--- src/rtl/rv_isa_pkg.sv ---
`default_nettype none
// +--------------------------------------------------------------------------+
// | rv_isa_pkg : RV32I opcodes, class enum and funct3 names shared by the    |
// |              encoder and the main decoder.           Revision: 1.0       |
// +--------------------------------------------------------------------------+
package rv_isa_pkg;

  localparam logic [6:0] OP_R     = 7'b0110011;
  localparam logic [6:0] OP_IMM   = 7'b0010011;
  localparam logic [6:0] OP_LOAD  = 7'b0000011;
  localparam logic [6:0] OP_STORE = 7'b0100011;
  localparam logic [6:0] OP_JALR  = 7'b1100111;

  typedef enum logic [2:0] {
    CLS_R     = 3'd0,
    CLS_I_ALU = 3'd1,
    CLS_LOAD  = 3'd2,
    CLS_STORE = 3'd3,
    CLS_JALR  = 3'd4
  } cls_e;

  localparam logic [2:0] F3_ADD_SUB = 3'b000;
  localparam logic [2:0] F3_SLL     = 3'b001;
  localparam logic [2:0] F3_SRL_SRA = 3'b101;

  function automatic logic cls_legal(input logic [2:0] cls);
    return cls <= CLS_JALR;
  endfunction

endpackage
`default_nettype wire

--- src/rtl/sync_fifo.sv ---
`default_nettype none
// +--------------------------------------------------------------------------+
// | sync_fifo : single-clock FIFO, power-of-two depth, storage cleared on    |
// |             reset so the head reads zero when empty. Revision: 1.0       |
// +--------------------------------------------------------------------------+
module sync_fifo #(
  parameter int unsigned WIDTH = 32,
  parameter int unsigned DEPTH = 4
) (
  input  logic                       clk,
  input  logic                       rst,
  input  logic                       push,
  input  logic [WIDTH-1:0]           din,
  input  logic                       pop,
  output logic [WIDTH-1:0]           dout,
  output logic                       full,
  output logic                       empty,
  output logic [$clog2(DEPTH):0]     count
);

  localparam int unsigned AW = $clog2(DEPTH);
  localparam int unsigned CW = AW + 1;

  logic [WIDTH-1:0] mem_q [DEPTH];
  logic [WIDTH-1:0] mem_d [DEPTH];
  logic [AW-1:0]    wr_ptr_q, wr_ptr_d;
  logic [AW-1:0]    rd_ptr_q, rd_ptr_d;
  logic [CW-1:0]    count_q, count_d;

  always_comb begin
    mem_d    = mem_q;
    wr_ptr_d = wr_ptr_q;
    rd_ptr_d = rd_ptr_q;
    count_d  = count_q;
    if (push) begin
      mem_d[wr_ptr_q] = din;
      wr_ptr_d        = wr_ptr_q + AW'(1);
    end
    if (pop) begin
      rd_ptr_d = rd_ptr_q + AW'(1);
    end
    case ({push, pop})
      2'b10:   count_d = count_q + CW'(1);
      2'b01:   count_d = count_q - CW'(1);
      default: count_d = count_q;
    endcase
  end

  always_ff @(posedge clk) begin
    if (rst) begin
      for (int i = 0; i < int'(DEPTH); i++) mem_q[i] <= '0;
      wr_ptr_q <= '0;
      rd_ptr_q <= '0;
      count_q  <= '0;
    end else begin
      mem_q    <= mem_d;
      wr_ptr_q <= wr_ptr_d;
      rd_ptr_q <= rd_ptr_d;
      count_q  <= count_d;
    end
  end

  assign dout  = mem_q[rd_ptr_q];
  assign full  = (count_q == CW'(DEPTH));
  assign empty = (count_q == '0);
  assign count = count_q;

endmodule
`default_nettype wire

--- src/rtl/rv_instr_encoder.sv ---
`default_nettype none
// +--------------------------------------------------------------------------+
// | rv_instr_encoder : packs field-level RV32I requests into 32-bit words    |
// |                    and queues them for the loader.   Revision: 1.0       |
// +--------------------------------------------------------------------------+
module rv_instr_encoder
  import rv_isa_pkg::*;
#(
  parameter int unsigned DEPTH = 4,
  parameter int unsigned ERR_W = 8
) (
  input  logic             clk,
  input  logic             rst,
  input  logic             req_valid,
  output logic             req_ready,
  input  logic [2:0]       req_cls,
  input  logic [2:0]       req_funct3,
  input  logic             req_f7b5,
  input  logic [4:0]       req_rd,
  input  logic [4:0]       req_rs1,
  input  logic [4:0]       req_rs2,
  input  logic [11:0]      req_imm,
  output logic             instr_valid,
  input  logic             instr_ready,
  output logic [31:0]      instr,
  output logic             err,
  output logic [ERR_W-1:0] err_cnt
);

  localparam int unsigned CW = $clog2(DEPTH) + 1;

  logic             f7b5_eff;
  logic [11:0]      imm_eff;
  logic [31:0]      word;
  logic             req_fire, legal, push, pop;
  logic             fifo_full, fifo_empty;
  logic [CW-1:0]    fifo_count;
  logic             err_q, err_d;
  logic [ERR_W-1:0] err_cnt_q, err_cnt_d;

  always_comb begin
    f7b5_eff = req_f7b5 && (req_funct3 == F3_ADD_SUB || req_funct3 == F3_SRL_SRA);
    imm_eff  = req_imm;
    // Shift-immediates carry only shamt plus the arithmetic-select bit.
    if (req_funct3 == F3_SLL || req_funct3 == F3_SRL_SRA)
      imm_eff = {1'b0, f7b5_eff, 5'b0, req_imm[4:0]};
    case (req_cls)
      CLS_R:     word = {1'b0, f7b5_eff, 5'b0, req_rs2, req_rs1, req_funct3, req_rd, OP_R};
      CLS_I_ALU: word = {imm_eff, req_rs1, req_funct3, req_rd, OP_IMM};
      CLS_LOAD:  word = {req_imm, req_rs1, req_funct3, req_rd, OP_LOAD};
      CLS_STORE: word = {req_imm[11:5], req_rs2, req_rs1, req_funct3, req_imm[4:0], OP_STORE};
      CLS_JALR:  word = {req_imm, req_rs1, 3'b000, req_rd, OP_JALR};
      default:   word = '0;
    endcase
  end

  assign req_ready   = (fifo_count != CW'(DEPTH));
  assign instr_valid = !fifo_empty;
  assign req_fire    = req_valid && req_ready;
  assign legal       = cls_legal(req_cls);
  assign push        = req_fire && legal && !fifo_full;
  assign pop         = instr_valid && instr_ready;

  sync_fifo #(
    .WIDTH (32),
    .DEPTH (DEPTH)
  ) u_fifo (
    .clk   (clk),
    .rst   (rst),
    .push  (push),
    .din   (word),
    .pop   (pop),
    .dout  (instr),
    .full  (fifo_full),
    .empty (fifo_empty),
    .count (fifo_count)
  );

  always_comb begin
    err_d     = req_fire && !legal;
    err_cnt_d = err_cnt_q;
    if (err_d && (err_cnt_q != '1))
      err_cnt_d = err_cnt_q + ERR_W'(1);
  end

  always_ff @(posedge clk) begin
    if (rst) begin
      err_q     <= 1'b0;
      err_cnt_q <= '0;
    end else begin
      err_q     <= err_d;
      err_cnt_q <= err_cnt_d;
    end
  end

  assign err     = err_q;
  assign err_cnt = err_cnt_q;

endmodule
`default_nettype wire

--- config.mk ---
export PLATFORM = sky130hd
export DESIGN_NAME = rv_instr_encoder
export DESIGN_NICKNAME = d
export VERILOG_FILES = /design/src/rtl/rv_isa_pkg.sv /design/src/rtl/sync_fifo.sv /design/src/rtl/rv_instr_encoder.sv
export SDC_FILE = /design/constraint.sdc
export NUM_CORES = 1
export LEC_CHECK = 0
export ABC_AREA = 1
export BUFFER_PORTS_ARGS = -buffer_cell sky130_fd_sc_hd__buf_4
export CAP_MARGIN = 15
export CELL_PAD_IN_SITES_DETAIL_PLACEMENT = 1
export CELL_PAD_IN_SITES_GLOBAL_PLACEMENT = 1
export CORE_MARGIN = 8
export CORE_UTILIZATION = 41
export CTS_CLUSTER_SIZE = 24
export DETAILED_ROUTE_END_ITERATION = 10
export MAX_ROUTING_LAYER = met4
export PLACE_DENSITY = 0.89
export SYNTH_ARGS = -nofsm -noshare
export SYNTH_HDL_FRONTEND = slang
export SYNTH_SLANG_ARGS = --single-unit
--- constraint.sdc ---
create_clock -name clk -period 2.6 [get_ports clk]
set_input_delay 0.39 -clock clk [delete_from_list [all_inputs] [get_ports clk]]
set_output_delay 0.39 -clock clk [all_outputs]
set_load 0.005 [all_outputs]
# Word-level counts from Yosys, hierarchy flattened
# Cells that the tools add are included.
# totals
ff_bits	144
inputBits	38
out_inout_bits	43
elab_cells	57
# classes
addsub	5
order_cmp	4
eq_ne	11
n_mux	9
bitwise_logic	2
reduce_logical	17
# ops
operator	n
$pmux 32 s5	1
$bwmux 128	1
$mux 32	3
$bmux 32 s2	1
$demux 32 s2	1
$mux 12	1
$eq 3x3->1 const B	3
$logic_not 3->1	3
$add 8x1->8 const B	1
$logic_and 1x1->1	8
$ne 8x8->1 const B	1
$eq 3x1->1 const B	2
$eq 3x2->1 const B	2
$ge 3x3->1 const B	2
$not 2->3	2
$pmux 3 s2	1
$add 2x1->2 const B	2
$add 3x1->3 const B	1
$le 3x3->1 const B	1
$logic_not 1->1	3
$lt 3x1->1 const B	1
$ne 3x3->1 const B	1
$sub 3x1->3 const B	1
$eq 2x1->1 const B	1
other kinds (3)	4

# Depth between registers and ports, before layout
# Gate-level depths: netlist of run 1.
# logic_depth
word_depth	6
depth_mapped	11
depth_no_buf	11

# Modules after synthesis
# From an unflattened synthesis of run 1, not the netlist that was laid out.
# hier_totals
hier_cells	954
hier_area_um2	6538.8
# by_module_without_submodules
mod	n_inst	cells_each	area_each_um2	seq_area_each_um2
sync_fifo	1	785	5617.9	2702.6
rv_instr_encoder	1	169	920.9	180.2

# Worst setup path after synthesis of run 1
# Ideal clock, no wire load.
# synth_timing
path_type	input -> register
from	input req_cls[2]
to	register u_fifo.count_q[2] (netlist: u_fifo.count[2])
setup_ps	122
arrival_ps	1791
t_required_ps	2478
path_slack_ps	687
path_stages	10
path_buffers	1
cell_sequence	buf_2 o21ai_4 nand2_1 ha_1 inv_1 fa_1 a21oi_1 o21ai_0 o21ai_0 a21oi_1
# synth_between
elab_chain_len	5
elab_cells_between_ends	7
cone_classes	1 x order compare; 2 x eq/ne; 1 x mux; 3 x reduce/logical
# synth_rtl
element	line_no	text
from (decl)	rv_instr_encoder.sv:16	input logic [2:0] req_cls,
$le 3x3->1 *	rv_isa_pkg.sv:27	return cls <= CLS_JALR;
$logic_and 1x1->1 * (2 in a row)	rv_instr_encoder.sv:61	assign push = req_fire && legal && !fifo_full;
$eq 2x1->1 or $eq 2x2->1 (tied branches)	sync_fifo.sv:42	case ({push, pop})
$pmux 3 s2 or $reduce_bool 2->1 (tied branches)	--	
to (signal assigned)	sync_fifo.sv:59	count_q <= count_d;
to (decl)	sync_fifo.sv:28	logic [CW-1:0] count_q, count_d;
# Mark *: on every way between the ends. The rest lies on a longest branch, timed or not.
# A chain may end at the register's enable or synchronous reset.

# Worst setup path after layout of run 1
# layout_timing
from	register u_fifo.rd_ptr_q[1]
to	output instr[21]
# layout_between
elab_chain_len	4
# layout_rtl
element	line_no	text
from (decl)	sync_fifo.sv:27	logic [AW-1:0] rd_ptr_q, rd_ptr_d;
from (signal assigned)	sync_fifo.sv:58	rd_ptr_q <= rd_ptr_d;
$not 2->3 (implied by the code)	sync_fifo.sv:63	assign dout = mem_q[rd_ptr_q];
$bmux 32 s2	sync_fifo.sv:63	
$mux 32 (implied by the code) (2 in a row)	sync_fifo.sv:63	
to (decl)	rv_instr_encoder.sv:25	output logic [31:0] instr,
# Every way passes these cells. The select of a mux whose other input is x is not followed.

==> results of run 1 <==
metal layers:
layer  vias up  GRT usage (%)  part of all wire, %
met5         -              -                    0
met4         0           8.78                  2.7
met3        42           4.53                  4.0
met2       122           38.6                   50
met1      3183           24.6                   43
li1       3311              -                    -
registers in the layout, indices dropped and copies added (netlist names):
signal	count
err	1
u_fifo.mem_q	116
err_cnt	8
u_fifo.rd_ptr_q	2
u_fifo.wr_ptr_q	2
u_fifo.count	3
stage by stage:
step,setup slack (ns),area (um^2),instances
2_1_floorplan,0.687,6570,1045
3_3_place_gp,0.676,7310,1304
3_5_place_dp,0.593,7310,1304
4_1_cts,0.273,7880,1333
5_1_grt,0.179,7880,1333
6_report,0.298,7880,1333
cell type report:
type / instances / area [um^2] / share of cell area (%)
clock buffer: 24 / 492 / 6.24
clock inverter: 5 / 75.1 / 0.953
inverter: 129 / 487 / 6.18
multi-input combinational: 729 / 3150 / 40.0
sequential: 132 / 2640 / 33.5
tap: 216 / 270 / 3.43
timing repair buffer: 98 / 761 / 9.65
cells in the mapped netlist, drive strengths merged:
library cell	number	share of area [%]
nand2	274	16
nor2	251	14
dfxtp	132	40
inv	126	7.2
o21ai	88	6.9
a21oi	70	5.5
clkbuf	32	1.8
buf	23	2.6
nand3	21	2.4
o22ai	10	0.95
ha	6	1.1
clkinv	3	0.21
nand4	3	0.29
nand3b	2	0.23
and3	1	0.095
conb	1	0.057
fa	1	0.30
xor2	1	0.13
power breakdown:
| group | switching (W) | internal [W] |
|---|---|---|
| combinational | 0.00106 | 0.000679 |
| clock | 0.000873 | 0.00149 |
| sequential | 0.0000821 | 0.00217 |
| total | 0.00202 | 0.00434 |
logic make-up after synthesis:
logic type / after synthesis / synth area share, %
XOR/XNOR: 1 / 0.133
adder cells (fa/ha/maj): 7 / 1.45
other: 1 / 0.0571
AO/OA/AOI/OAI: 168 / 13.3
buffers and inverters: 184 / 11.8
AND/OR/NAND/NOR: 552 / 33.0
flip-flops: 132 / 40.2
path summary, 6_finish.rpt:
kind	from	to	slack (ns)	depth (start not counted)
worst max-delay path	u_fifo.rd_ptr_q[1]	instr[21]	0.30	6
worst min-delay path	req_rs1[0]	u_fifo.mem_q[111]	0.22	3
worst min register to register	u_fifo.mem_q[76]	u_fifo.mem_q[76]	0.47	2
worst max register to register	u_fifo.count[0]	u_fifo.count[2]	0.57	10
worst reg2reg max path, stage by stage, from the launching register on:
cell     delay (ns)
dfxtp_1        0.31
nor2_1         0.26
a21oi_4        0.09
nand2_1        0.11
ha_1           0.16
inv_1          0.07
fa_1           0.39
a21oi_1        0.16
o21ai_0        0.12
o21ai_0        0.16
a21oi_1        0.06
==> metrics.yaml, run 1 <==
run_status:
  status: "finished clean"
cts:
  cts-root-buf: "clkbuf_16"
  clk_pin_slew_worst_paths_ns: 0.06
  cts_buffers: 17
  tritoncts: "done"
  cts_hold_buffers: 0
  clock_latency_ns: 0.43
  post-cts-setup-buffers: 0
  clock-sinks: 132
  htree_levels: 4
  cts.path.max_buffers: 2
  cts_resized: 0
placement:
  portBuffers: 79
  post-dp-hpwl_mm: 13.9
  routabilityCongestion: 0.752
sta:
  setup_tns_ns: 0
  fin_hold_ws_ns: 0.224
  setup_viol: 0
  tightest_slew_ns: 0.512
  max_freq_ghz: 0.434
  max_slew_margin_pct: 65.9
  fin_crit_sh_pct: 88.5
  rsz0062_at_grt: "false"
  slew_violations: 0
  hold_viol: 0
  clock_skew_ns: 0.00613
  period_minus_slack_ns: 2.30
grt:
  grt_util_all_layers_pct: 22.2
  antenna_found_initial: 0
  overflow: 0
  grt_pass1_vias: 7018
  grt_max_degree: 45
  grt_pass1_wl_mm: 34.6
setup_path:
  crit_slowest_cell: "inv_1"
  path_delay_family: "buffers and inverters"
  cpPeakStageDelay_ns: 0.36
  path_cells: "inv_1 -> buf_4 -> o21ai_0 -> a21oi_1 -> a21oi_1 -> buf_4"
  cp.required_ns: 2.21
  path_class: "register to primary output"
  path_max_fanout: 17
  path_buf_inv: 3
  end_kind: "primary output"
  cp_data_arrival_time_ns: 1.91
  cp-start-kind: "register"
hold_path:
  hp-class: "input pin to register"
floorplanning:
  core_um2: 15800
  dieArea_um2: 20300
  io_pins: 81
  fp.dieH_um: 143
  fp.dieW_um: 143
  rows: 46
  initial_core_util_pct: 41.7
routing:
  post-route-drc-count: 0
  vias_per_cell: 4.99
  drtPass1Iterations: 4
  num_vias: 6658
  drt_iter0_drc: 332
  wire_per_inst_um: 15.8
  wl_mm: 21.0
  ant_nets: 0
run:
  cap_viol_max_count: 0
yosys:
  synth_area_um2: 6570
  synth_seq_area_share_pct: 40.2
  synthesis.nets: 1090
  ys_seq_elements: 132
  ys_types: 29
  yosys_warnings: 0
  avgSynthCellArea_um2: 6.29
  synth_cells: 1045
layout:
  utilization_pct: 50.0
  final_cell_mix: "nand2_1, nor2_1, dfxtp_1"
  final_common_cell: "nand2_1"
  layout.nets: 1152
  num_antenna_cells: 0
  drive_gt1_share_pct: 12.4
  nFillCells: 2194
  area_growth_pct: 19.9
power_and_ir_drop:
  cellLeakagePower_nw: 3.94
  total_power_w: 0.00636
  power.density_nw_per_um2: 807
  vdd_drop_max_uv: 506
Note: power is estimated with default switching activity, not from simulation.
==> inputs of run 2 (changes only) <==
==> constraint.sdc (replaced) <==
create_clock -name clk -period 2.6 [get_ports clk]
set_input_delay 0.39 -clock clk [delete_from_list [all_inputs] [get_ports clk]]
set_output_delay 0.39 -clock clk [all_outputs]
set_load 0.05 [all_outputs]
==> run 2 against run 1 <==
Non-clock buffer count shrank 3. First-iteration DRC count grew 18%. Cell count shrank 0.15%. Largest power group is now combinational cells. Highest routed layer unchanged.
==> metrics.yaml, run 2 (synthesis gave the netlist of run 1 again) <==
grt:
  grt_util_all_layers_pct: 21.4  # -0.85 points
  grt_max_degree: 52  # +16%
  grt_pass1_vias: 6785  # -3.3%
  antenna_found_initial: 0  # unchanged
  busiest_layer: "met2"
  overflow: 0  # unchanged
  met2_usage_pct: 35.6  # -3.0 points
  use_met1_pct: 25.4  # +0.79 points
  grt_util_met3_pct: 4.29  # -0.23 points
  grt_pass1_wl_mm: 33.6  # -3.0%
floorplanning:
  io_pins: 81  # unchanged
  fp.dieH_um: 143  # unchanged
  dieArea_um2: 20300  # unchanged
  core_um2: 15800  # unchanged
  rows: 46  # unchanged
  initial_core_util_pct: 41.7  # unchanged
  fp.dieW_um: 143  # unchanged
placement:
  portBuffers: 79  # unchanged
  post-dp-hpwl_mm: 13.1  # -5.3%
  routabilityCongestion: 0.760  # +1.2%
layout:
  layout.nets: 1149  # -0.26%
  nFillCells: 2170  # -1.1%
  num_antenna_cells: 0  # unchanged
  final_cell_mix: "nand2_1, nor2_1, dfxtp_1"
  top_register: "u_fifo.mem_q"
  drive_gt1_share_pct: 12.5  # +0.11 points
  largest_reg_flops: 116  # unchanged
  area_growth_pct: 19.9  # about the same
  final_common_cell: "nand2_1"
cts:
  htree_levels: 4  # unchanged
  post-cts-setup-buffers: 0  # unchanged
  clock_latency_ns: 0.43  # about the same
  cts_hold_buffers: 0  # unchanged
  cts-root-buf: "clkbuf_16"
  cts_buffers: 17  # unchanged
  clk_pin_slew_worst_paths_ns: 0.06  # about the same
  clock-sinks: 132  # unchanged
  cts.path.max_buffers: 2  # unchanged
  tritoncts: "done"
  cts_resized: 0  # unchanged
routing:
  vias_per_cell: 4.95  # -0.98%
  wl_mm: 20.4  # -2.9%
  wire_per_inst_um: 15.3  # -2.7%
  drt_iter0_drc: 392  # +18%
  ant_nets: 0  # unchanged
  drtPass1Iterations: 5  # +1
  post-route-drc-count: 0  # unchanged
  num_vias: 6583  # -1.1%
setup_path:
  r2r_end: "u_fifo.count[2]"
  cp-start-kind: "register"
  crit_slowest_cell: "dfxtp_1"
  cp_data_arrival_time_ns: 1.96  # +0.05 ns
  cpPeakStageDelay_ns: 0.32  # -0.04 ns
  path_class: "register to primary output"
  path_delay_family: "buffers and inverters"
  worstSetupStartpoint: "u_fifo.rd_ptr_q[0]"
  path_max_fanout: 40  # +23
  worstReg2RegStart: "u_fifo.count[0]"
  reg2reg_depth: 10  # unchanged
  path_buf_inv: 3  # unchanged
  end_kind: "primary output"
  cp-endpoint: "instr[13]"
  rrSetupSlack_ns: 0.62  # +0.05 ns
  cp.required_ns: 2.21  # about the same
  path_cells: "inv_2 -> buf_12 -> o21ai_0 -> o22ai_1 -> buf_4"
  cp.depth: 5  # -1
sta:
  slew_violations: 0  # unchanged
  rsz0062_at_grt: "false"
  hold_viol: 0  # unchanged
  setup_tns_ns: 0  # unchanged
  setup_viol: 0  # unchanged
  clock_skew_ns: 0.00737  # +0.00124 ns
  max_freq_ghz: 0.425  # -2.2%
  period_minus_slack_ns: 2.35  # +0.0519 ns
  fin_crit_sh_pct: 90.5  # +2.0 points
  max_slew_margin_pct: 65.0  # -0.85 points
  tightest_slew_ns: 0.525  # +0.0127 ns
power_and_ir_drop:
  total_power_w: 0.00710  # +12%
  cellLeakagePower_nw: 3.94  # -0.21%
  vdd_drop_max_uv: 603  # +19%
  power.density_nw_per_um2: 901  # +12%
run:
  cap_viol_max_count: 0  # unchanged
run_status:
  status: "finished clean"
hold_path:
  hp-class: "input pin to register"
## run 2: cell count changes in the layout (fill, tap and decap cells not counted), sizes merged
cell,previous run,this run
buf,98,95
clkbuf,24,20
clkinv,5,7
clkinvlp,0,3
## run 2: worst reg2reg max path: cells and delay by family (launching register included)
family / cells / cell delay, ns
compound gates: 5 / 0.57
fa+ha+maj: 2 / 0.53
buf+inv: 1 / 0.07
flops: 1 / 0.32
simple gates: 2 / 0.39
## run 2: through the flow
stage | std cells | setup slack, ns | util, % | instance area [um^2] | hold WS, ns
global placement | 1301 | 0.651 | 46.3 | 7300 | 0.444
finish | 1331 | 0.246 | 50.0 | 7880 | 0.227
CTS | 1331 | 0.251 | 50.0 | 7880 | 0.217
detailed placement | 1301 | 0.622 | 46.3 | 7300 | 0.452
floorplan | 1045 | 0.289 | - | 6570 | 0.434
global route | 1331 | 0.169 | 50.0 | 7880 | 0.225
## run 2: how the worst min path moves through the flow
stage | startpoint | depth (start not counted) | endpoint | slack [ns]
finish | req_rs1[0] | 3 | u_fifo.mem_q[111] | 0.23
global route | req_rs1[0] | 3 | u_fifo.mem_q[111] | 0.23
CTS | req_rs1[0] | 3 | u_fifo.mem_q[111] | 0.22
detailed placement | u_fifo.mem_q[33] | 2 | u_fifo.mem_q[33] | 0.45
global placement | u_fifo.mem_q[33] | 2 | u_fifo.mem_q[33] | 0.44
floorplan | u_fifo.mem_q[33] | 2 | u_fifo.mem_q[33] | 0.43
## run 2: routing by layer
layer | part of all wire, % | up-vias
li1 | - | 3302
met1 | 45 | 3139
met2 | 49 | 116
met3 | 3.8 | 26
met4 | 1.8 | 0
met5 | 0 | -
## run 2: power by group
| part | internal, W | switching [W] |
|---|---|---|
| combinational | 0.000691 | 0.00178 |
| sequential | 0.00217 | 0.0000817 |
| clock | 0.00146 | 0.000911 |
## run 2: final cells by class
class                      count  area, um^2  share of cell area (%)
multi-input combinational    729        3150                    40.0
clock inverter                10         108                    1.37
tap                          216         270                    3.43
clock buffer                  20         467                    5.92
sequential                   132        2640                    33.5
timing repair buffer          95         751                    9.53
inverter                     129         487                    6.18
==> inputs of run 3 (changes only) <==
==> constraint.sdc (replaced) <==
create_clock -name clk -period 2.2 [get_ports clk]
set_input_delay 0.33 -clock clk [delete_from_list [all_inputs] [get_ports clk]]
set_output_delay 0.33 -clock clk [all_outputs]
set_load 0.05 [all_outputs]
==> run 3 against run 2 <==
First-iteration DRC count shrank 5.4%. Register-to-register slack lost 0.45 ns. Total power grew 22%. Sequential share of layout area shrank 0.55 points. Clock skew grew 0.0053 ns. Setup slack lost 0.20 ns. Combinational power grew 23%. Cell count grew 0.68%. Largest power group unchanged. Wire length grew 5.2%. Non-clock buffer count grew 7. Sequential cell count is the same.
==> metrics.yaml, run 3 (synthesis gave the netlist of run 1 again) <==
power_and_ir_drop:
  seqPwrFrac_pct: 30.9  # -0.8 points
  p_clk_share_pct: 34.1  # +0.7 points
  internal_power_w: 0.00529  # +22%
  netSwitchingFraction_pct: 38.7  # -0.36 points
  power.density_nw_per_um2: 1080  # +20%
  vdd_drop_max_uv: 610  # +1.2%
  power_frac_comb_pct: 35.0  # +0.2 points
  cellLeakagePower_nw: 4.00  # +1.7%
  power.switching_w: 0.00334  # +20%
setup_path:
  cp.required_ns: 1.87  # -0.34 ns
  rrSetupSlack_ns: 0.17  # -0.45 ns
  r2r_end: "u_fifo.count[2]"
  cp_data_arrival_time_ns: 1.82  # -0.14 ns
  end_kind: "primary output"
  worstReg2RegStart: "u_fifo.count[0]"
  reg2reg_depth: 10  # unchanged
  path_class: "register to primary output"
  path_max_fanout: 25  # -38%
  cp-start-kind: "register"
floorplanning:
  fp.dieW_um: 143  # unchanged
  initial_core_util_pct: 41.7  # unchanged
  core_um2: 15800  # unchanged
  io_pins: 81  # unchanged
  fp.dieH_um: 143  # unchanged
  rows: 46  # unchanged
  dieArea_um2: 20300  # unchanged
layout:
  final_cell_mix: "nand2_1, nor2_1, dfxtp_1"
  num_antenna_cells: 0  # unchanged
  drive_gt1_share_pct: 13.5  # +1.1 points
  largest_reg_flops: 116  # unchanged
  top_register: "u_fifo.mem_q"
  layout.nets: 1156  # +0.61%
  nFillCells: 2187  # +0.78%
  final-seq-area_um2: 2650  # about the same
  final_common_cell: "nand2_1"
  area_growth_pct: 22.0
  multi_input_area_um2: 3170  # +0.40%
run_status:
  status: "finished clean"
grt:
  grt_max_degree: 58  # +12%
  grt_pass1_vias: 7015  # +3.4%
  grt_pass1_wl_mm: 34.8  # +3.5%
  antenna_found_initial: 0  # unchanged
  grt_util_all_layers_pct: 22.2  # +0.80 points
  overflow: 0  # unchanged
sta:
  hold_viol: 0  # unchanged
  post-route-worst-setup-slack_ns: 0.0505  # -0.196 ns
  setup_viol: 0  # unchanged
  fin_crit_sh_pct: 97.7
  period_minus_slack_ns: 2.15
  max_freq_ghz: 0.465
  fin_hold_ws_ns: 0.179  # -0.0473 ns
  slew_violations: 0  # unchanged
  clock_skew_ns: 0.0127  # +0.00534 ns
routing:
  drt_iter0_drc: 371  # -5.4%
  wire_per_inst_um: 16.0  # +4.5%
  drtPass1Iterations: 4  # -1
  vias_per_cell: 5.03  # +1.7%
  wl_mm: 21.5  # +5.2%
  ant_nets: 0  # unchanged
  post-route-drc-count: 0  # unchanged
  num_vias: 6738  # +2.4%
cts:
  cts_buffers: 17  # unchanged
  cts.path.max_buffers: 2  # unchanged
  clk_pin_slew_worst_paths_ns: 0.07  # about the same
  cts-root-buf: "clkbuf_16"
  htree_levels: 4  # unchanged
  tritoncts: "done"
  clock_latency_ns: 0.43  # about the same
  clock-sinks: 132  # unchanged
run:
  cap_viol_max_count: 0  # unchanged
hold_path:
  min-delay-start: "req_rs1[0]"
  worstHoldEndpoint: "u_fifo.mem_q[111]"
  hold_depth: 3  # unchanged
  hp-class: "input pin to register"
placement:
  routabilityCongestion: 0.802  # +5.5%
  post-dp-hpwl_mm: 13.7  # +4.7%
  portBuffers: 79  # unchanged
  dp_slack_ns: 0.225  # -0.397 ns
## run 3: cell types whose count changed in the layout (fill, tap and decap cells not counted), sizes merged
cell,change
clkbuf,+4
clkinvlp,-1
buf,+7
inv,-1
## run 3: how the worst max path moves through the flow
stage / from / to / slack [ns] / cells past startpoint
after floorplan: u_fifo.rd_ptr_q[1] / instr[12] / 0.0004 / 4
after global placement: u_fifo.count[0] / u_fifo.count[2] / 0.28 / 10
after detailed placement: u_fifo.count[0] / u_fifo.count[2] / 0.23 / 10
after CTS: u_fifo.rd_ptr_q[1] / instr[30] / 0.03 / 6
after global routing: u_fifo.rd_ptr_q[1] / instr[7] / -0.02 / 6
final: u_fifo.rd_ptr_q[1] / instr[30] / 0.05 / 6
## run 3: worst max-delay path: stages, from the launching register on
cell and delay (ns):
dfxtp_2 0.36, clkinvlp_4 0.17, buf_12 0.21, o21ai_0 0.09
a21oi_1 0.07, a21oi_1 0.23, buf_4 0.25
## run 3: power by group through the flow
stage	combinational (W)	sequential (W)	clock, W
final	0.00303	0.00267	0.00294
after global routing	0.00326	0.00269	0.00307
after CTS	0.00302	0.00267	0.00296
after detailed placement	0.00297	0.00271	0
after global placement	0.00291	0.00270	0
after floorplan	0.00205	0.00271	0
## run 3: cell type report
| type | count | area share, % |
|---|---|---|
| clock inverter | 8 | 1.20 |
| timing repair buffer | 102 | 10.4 |
| clock buffer | 24 | 6.38 |
| sequential | 132 | 33.0 |
| tap | 216 | 3.37 |
| multi-input combinational | 729 | 39.5 |
| inverter | 129 | 6.15 |
## run 3: per-stage QoR
stage	utilization (%)	area (um^2)	instances	setup TNS, ns	power [W]
4_1_cts	50.7	8000	1339	0	0.00865
3_5_place_dp	46.7	7370	1306	0	0.00568
2_1_floorplan	-	6580	1045	0	0.00476
3_3_place_gp	46.7	7370	1306	0	0.00561
6_report	50.8	8020	1340	0	0.00864
5_1_grt	50.8	8020	1340	-0.0244	0.00901
## run 3: repair_timing
| action | in CTS | in global routing |
|---|---|---|
| setup endpoints to repair | 11 | 11 |
| endpoints found under the hold margin | 0 | 0 |
| setup buffers | 1 | 1 |
| hold buffers | 0 | 0 |
| pin swaps | 0 | 0 |
| gates resized for setup | 4 | 6 |
## run 3: metal layers
metal	routed length [um]	track usage, %	vias up
met5	0	-	-
met4	476	8.39	0
met3	734	4.09	40
met2	10800	38.6	122
met1	9410	24.9	3256
li1	-	-	3320
